<file path="config.mk">
export PLATFORM = sky130hd
export DESIGN_NAME = dateline_vc_allocator
export DESIGN_NICKNAME = d
export VERILOG_FILES = /design/src/rtl/dateline_vc_allocator.sv
export SDC_FILE = /design/constraint.sdc
export NUM_CORES = 1
export LEC_CHECK = 0
export ABC_AREA = 1
export BUFFER_PORTS_ARGS = -buffer_cell sky130_fd_sc_hd__buf_2
export CAP_MARGIN = 20
export CORE_MARGIN = 5
export CORE_UTILIZATION = 38
export CTS_BUF_LIST = sky130_fd_sc_hd__clkbuf_8
export DETAILED_ROUTE_END_ITERATION = 10
export SYNTH_ARGS = -nofsm -noshare
export SYNTH_HDL_FRONTEND = slang
export SYNTH_SLANG_ARGS = --single-unit
</file>
<file path="constraint.sdc">
create_clock -name clk -period 2.43 [get_ports clk]
set_input_delay 0.486 -clock clk [delete_from_list [all_inputs] [get_ports clk]]
set_output_delay 0.486 -clock clk [all_outputs]
set_load 0.01 [all_outputs]
</file>
<file path="src/rtl/dateline_vc_allocator.sv">
// Dateline-aware virtual-channel allocator: each output port picks a downstream VC
// from the set chosen by the dateline crossing and keeps it for the whole packet.
module dateline_vc_allocator #(
    parameter int PORT_NUM = 6,
    parameter int VC_NUM   = 4
) (
    input  logic                       clk,
    input  logic                       rst,
    input  logic [PORT_NUM-1:0]        port_valid,
    input  logic [2*PORT_NUM-1:0]      flit_type,
    input  logic [PORT_NUM-1:0]        vc_in_set,
    input  logic [PORT_NUM-1:0]        cross_dateline,
    input  logic [PORT_NUM*VC_NUM-1:0] idle,
    input  logic [PORT_NUM*VC_NUM-1:0] full,
    output logic [PORT_NUM*VC_NUM-1:0] grant,
    output logic [PORT_NUM-1:0]        stall,
    output logic [PORT_NUM-1:0]        busy,
    output logic [PORT_NUM-1:0]        proto_err
);
    localparam int HALF  = VC_NUM / 2;
    localparam int PTR_W = (HALF > 1) ? $clog2(HALF) : 1;
    localparam int VC_W  = $clog2(VC_NUM);

    localparam logic [1:0] FT_HEAD   = 2'b00;
    localparam logic [1:0] FT_TAIL   = 2'b10;
    localparam logic [1:0] FT_SINGLE = 2'b11;

    typedef enum logic {S_IDLE = 1'b0, S_HOLD = 1'b1} state_t;

    genvar gi;
    generate
        for (gi = 0; gi < PORT_NUM; gi++) begin : g_port
            state_t            state_reg;
            logic [VC_W-1:0]   held_vc_reg;
            logic [PTR_W-1:0]  rr_ptr_reg;
            logic              proto_err_reg;

            logic [1:0]        ft;
            logic [VC_NUM-1:0] idle_p;
            logic [VC_NUM-1:0] full_p;
            logic [VC_NUM-1:0] grant_p;
            logic [HALF-1:0]   cand;
            logic              tset;
            logic              is_alloc;
            logic              found;
            logic              stall_p;
            logic [PTR_W-1:0]  pick_off;
            logic [VC_W-1:0]   pick_vc;

            assign ft       = flit_type[2*gi +: 2];
            assign idle_p   = idle[gi*VC_NUM +: VC_NUM];
            assign full_p   = full[gi*VC_NUM +: VC_NUM];
            assign tset     = vc_in_set[gi] ^ cross_dateline[gi];
            assign is_alloc = (ft == FT_HEAD) || (ft == FT_SINGLE);
            assign cand     = tset ? (idle_p[VC_NUM-1:HALF] & ~full_p[VC_NUM-1:HALF])
                                   : (idle_p[HALF-1:0] & ~full_p[HALF-1:0]);
            assign pick_vc  = VC_W'(tset ? HALF : 0) + VC_W'(pick_off);

            // Circular search inside the target set, starting at the round-robin pointer.
            always_comb begin
                found    = 1'b0;
                pick_off = '0;
                for (int k = 0; k < HALF; k++) begin
                    if (!found && cand[(int'(rr_ptr_reg) + k) % HALF]) begin
                        found    = 1'b1;
                        pick_off = PTR_W'((int'(rr_ptr_reg) + k) % HALF);
                    end
                end
            end

            always_comb begin
                grant_p = '0;
                stall_p = 1'b0;
                if (!rst && port_valid[gi]) begin
                    if (state_reg == S_IDLE) begin
                        if (is_alloc) begin
                            if (found)
                                grant_p[pick_vc] = 1'b1;
                            else
                                stall_p = 1'b1;
                        end
                    end else begin
                        // Any flit in HOLD rides the pinned VC, even a stray head.
                        grant_p[held_vc_reg] = 1'b1;
                        stall_p              = full_p[held_vc_reg];
                    end
                end
            end

            always_ff @(posedge clk) begin
                if (rst) begin
                    state_reg     <= S_IDLE;
                    held_vc_reg   <= '0;
                    rr_ptr_reg    <= '0;
                    proto_err_reg <= 1'b0;
                end else if (port_valid[gi]) begin
                    case (state_reg)
                        S_IDLE: begin
                            if (is_alloc) begin
                                if (found) begin
                                    rr_ptr_reg <= PTR_W'((int'(pick_off) + 1) % HALF);
                                    if (ft == FT_HEAD) begin
                                        state_reg   <= S_HOLD;
                                        held_vc_reg <= pick_vc;
                                    end
                                end
                            end else begin
                                proto_err_reg <= 1'b1;
                            end
                        end
                        default: begin
                            if (is_alloc)
                                proto_err_reg <= 1'b1;
                            if (ft == FT_TAIL && !full_p[held_vc_reg])
                                state_reg <= S_IDLE;
                        end
                    endcase
                end
            end

            assign grant[gi*VC_NUM +: VC_NUM] = grant_p;
            assign stall[gi]                  = stall_p;
            assign busy[gi]                   = (state_reg == S_HOLD);
            assign proto_err[gi]              = proto_err_reg;
        end
    endgenerate
endmodule

</file>
== Word-level counts from Yosys, hierarchy flattened ==
Cells that the tools add are included.
Cells by class
  eq/ne operators: 24
  muxes and demuxes: 198
  reduce and logical (&&, ||, !) cells: 73
  bitwise operators: 42
  divide/modulo/power cells: 0
  shift operators: 0
  magnitude comparators: 36
  add/subtract/negate cells: 18
  $mul: 0
Operators with widths (count)
  $mux W1: 144
  $mux W4: 24
  $lt A2 B3 Y1 const B: 18
  $logic_and A1 B1 Y1: 30
  $reduce_and A5 Y1: 6
  $and A2 B2 Y2: 12
  $demux W1 S2: 12
  $eq A2 B2 Y1 const B: 12
  $ge A2 B1 Y1 const B: 12
  $mux W2: 12
  $not A2 Y2: 12
  $reduce_and A4 Y1: 6
  $reduce_and A3 Y1: 6
  $logic_not A1 Y1: 13
  $add A1 B1 Y1 const B: 12
  $add A2 B1 Y2: 6
  $bmux W1 S2: 6
  $logic_not A2 Y1: 6
  $lt A1 B2 Y1 const B: 6
  $ne A2 B1 Y1 const B: 6
  $ne A2 B2 Y1 const B: 6
  $and A1 B1 Y1 const A: 6
  $logic_or A1 B1 Y1: 6
  $not A1 Y1: 6
  $xor A1 B1 Y1: 6
Storage, ports and cells
  memories kept: 0
  RAM bits: 0
  latch bits: 0
  word-level logic and storage cells: 415
  flip-flop bits (word level): 30
  bits in read-only memories: 0

== Longest topological paths before layout ==
  depth after elaboration: 18
  mapped depth: 11

== Worst setup path before layout ==
OpenSTA, ideal clock, no wires.
  kind: in2out
  start point: input flit_type[6]
  end point: output grant[14]
  stages on the path: 7
  data arrival time: 1.485 ns
  path buffers: 0
  path slack: 0.459 ns
  cells stage by stage: inv_1 > ha_1 > inv_1 > nand2_1 > nor2_1 > nand3_1 > a21oi_1
Between the ends
  cells in the longest elaborated chain, start to end: 5
  elaborated cells between the ends (all ways): 6
  those cells by class: eq/ne: 1; mux: 3; reduce/logical: 2
Ends and longest elaborated chain
  from (decl): RTL line 10  | input logic [2*PORT_NUM-1:0] flit_type,
  $eq A2 B2 Y1 or $logic_not A2 Y1 (tied branches): RTL line 54  | assign is_alloc = (ft == FT_HEAD) || (ft == FT_SINGLE);
  $logic_or A1 B1 Y1 (*): RTL line 54
  $mux W4 (*): RTL line 76  | if (is_alloc) begin
  $mux W4 (*): RTL line 75  | if (state_reg == S_IDLE) begin
  $mux W4 (*): RTL line 74  | if (!rst && port_valid[gi]) begin
  to (decl): RTL line 15  | output logic [PORT_NUM*VC_NUM-1:0] grant,
Every way passes the cells marked *; elsewhere a longest branch is shown, timed or not.

== Worst setup path in the final report ==
  start point: input flit_type[4]
  end point: output grant[10]
The elaborated chain is that of the path after synthesis.

==> run summary <==
status - finished clean
CP Launch Point - flit_type[4]
clk_skew - 0.002476 ns
Hold Crit Class - reg2reg
TritonRoute pass-1 iters - 4
CTS Sinks - 30
CTS Hold Buffers Added - 0
measured slew at the worst slew-check pin - 0.4101 ns
r2r startpoint - g_port[5].state_reg
max_slew headroom - 0.7266
adder-cell share of the synthesized area - 0.04591
main flop type after synthesis - dfxtp_1
GP Congestion - 0.9278
fmax - 455.4 MHz
DP Wirelength - 7.235 mm
initial antenna violation count - 0
vias in the first global route - 3468
CP max FO - 5
Initial Util - 0.3941
sequential area share after synthesis - 0.1836
Compound-Gate Fraction of Synth Area - 0.1086
antenna-violating nets left - 0
Final Hold Vio Count - 0
setup tns final - 0 ns
Post-CTS Setup Repair Bufs - 0
Hold Startpoint - g_port[1].proto_err_reg
main combinational cell family by area after synthesis - simple AND/OR/NAND/NOR gates
Synth Register Bits - 30
top cell type by total area after synthesis - dfxtp_1
top post-synthesis cells by count - 135 x nand2_1, 98 x inv_1, 65 x nor2_1, 54 x nand3_1, 46 x a21oi_1
ANT cells - 0
Via Count - 3672
full die area - 10560 um2
Vert. Die Dim - 102.8 um
clk slew on worst S/H paths - 0.06 ns
startpoint types - primary input
Unique masters post-synth - 28
Synth Area in XOR/XNOR - 0
RSZ-0062 raised after global routing - no
number of CTS-inserted buffers - 5
Setup-failing EPs final - 0
PostCTS Resize Cnt - 0
Slew Viols, Final - 0
Placeable Area - 8299 um2
asr flop ratio synth - 0
Root Buffer - clkbuf_8
max cap viols - 0
Tcrit/Tclk final - 0.9037
final worst slack - 0.2341 ns
final WL - 8.549 mm
synth warn - 0
Pleak - 2.189 nW
post-layout min period - 2.196 ns
largest net degree at the start of global routing - 21
Post-Syn Area - 3271 um2
share of cells above drive strength 1 - 0.2838
clk_lat worst skew - 0.27 ns
Port Buf Inserts - 121
cell with the most instances after synthesis - nand2_1
GRT Resource Usage Total - 0.1638
Mapped Avg Cell Area - 5.768 um2
max FFs per register - 12
mux contribution to synthesized area - 0
routed len/inst - 10.99 um
H-tree levels - 2
Peak VDD IR - 0.1695 mV
global-route wire length before repair - 14.59 mm
Post-synth EDFFs - 0
area share of the largest cell type after synthesis - 0.1836
Worst EP required - 1.94 ns
dpl ws - 0.2518 ns
Horiz. Die Dim - 102.8 um
DRT iter0 DRCs - 124
drt drc - 0
Max Root-Sink Buffers - 2
WS Path Type - in2out
Pwr Density - 382.8 nW/um2
total gr overflow - 0
top area cells in the synthesized netlist - dfxtp_1 18%, nand2_1 15%, inv_1 11%
Critical Path AT - 1.71 ns
Via density - 4.720
Synth Net Count - 659
CTS tree - built
Syn Inst Count - 567
reg2reg setup slack - 1.19 ns
# IOs - 122
simple-gate share of the synthesized area - 0.4858
std cell rows - 33
synth-to-layout area growth - 20.47%
Layout Nets - 764
CP Capture Type - output port
[critical path, stage by stage]
cell and delay [ns]:
buf_2 0.07, inv_1 0.05, ha_1 0.33, nor2_1 0.30
nand3_1 0.12, nor2_1 0.09, nor2_1 0.04, nor2_1 0.09
buf_2 0.14
[metal layers]
| layer | vias to the layer above | global-route usage | share of wire |
|---|---|---|---|
| met5 | - | 0 | 0 |
| met1 | 1607 | 0.2081 | 0.45 |
| met2 | 94 | 0.2895 | 0.48 |
| li1 | 1960 | - | - |
| met4 | 0 | 0.04084 | 0.013 |
| met3 | 11 | 0.02571 | 0.063 |
[report_power, final]
| part | internal [W] | switching [W] |
|---|---|---|
| clock network | 0.000224 | 0.000179 |
| registers | 0.000521 | 0.0000272 |
| logic | 0.000209 | 0.000348 |
| total | 0.000954 | 0.000555 |
[path summary, 6_finish.rpt]
path | to | cells past startpoint
worst max-delay path | grant[10] | 9
worst min-delay path | g_port[1].proto_err_reg | 2
worst max register to register | g_port[5].held_vc_reg[0] | 6
worst min register to register | g_port[1].proto_err_reg | 2
[logic make-up after synthesis]
kind of cell	count (synthesis)
AOI/OAI and AO/OA	70
DFF	30
adders and majority gates	12
and+or+nand+nor	323
buffers and inverters	132
[area by class of cell]
type | count | area, um2
clock inverters | 2 | 8.758
repair buffers | 123 | 620.6
multi-input cells | 405 | 2095
well taps | 105 | 131.4
flip-flops and latches | 30 | 600.6
inverters | 107 | 401.6
fillers | 917 | 4359
clock buffers | 6 | 82.58
[metrics by stage]
stage | utilization | hold WS (ns) | total power, W | area, um2 | cells
CTS | 0.4747 | 0.4556 | 0.001534 | 3940 | 778
detailed placement | 0.4637 | 0.4456 | 0.001118 | 3849 | 770
global route | 0.4747 | 0.4832 | 0.001636 | 3940 | 778
finish | 0.4747 | 0.4504 | 0.001508 | 3940 | 778
global placement | 0.4637 | 0.4378 | 0.001114 | 3849 | 770
floorplan | - | 0.4304 | 0.0009600 | 3271 | 567
[layout by cell type (no fill, tap or decap)]
| master | netlist | final |
|---|---|---|
| nand2_1 | 135 | 135 |
| buf_2 | 4 | 121 |
| inv_1 | 98 | 99 |
| nor2_1 | 65 | 65 |
| nand3_1 | 54 | 54 |
| a21oi_1 | 46 | 46 |
| dfxtp_1 | 30 | 30 |
| nand2_2 | 27 | 27 |
| o21ai_0 | 19 | 19 |
| ha_1 | 12 | 12 |
| inv_2 | 9 | 9 |
| nand4_1 | 9 | 9 |
| nand2_4 | 7 | 7 |
| nand3_2 | 6 | 6 |
| clkbuf_8 | 0 | 6 |
| nand3_4 | 4 | 4 |
| nor3_1 | 3 | 3 |
| nand3b_1 | 3 | 3 |
| nor2_4 | 3 | 3 |
| nor2_2 | 3 | 3 |
| o21ai_1 | 3 | 3 |
| and3_1 | 2 | 2 |
| buf_4 | 18 | 2 |
| nor3_2 | 1 | 1 |
| o21bai_1 | 1 | 1 |
| o21a_1 | 1 | 1 |
| nand4_4 | 1 | 1 |
| clkinv_2 | 0 | 1 |
Note: power is estimated with default switching activity, not from simulation.
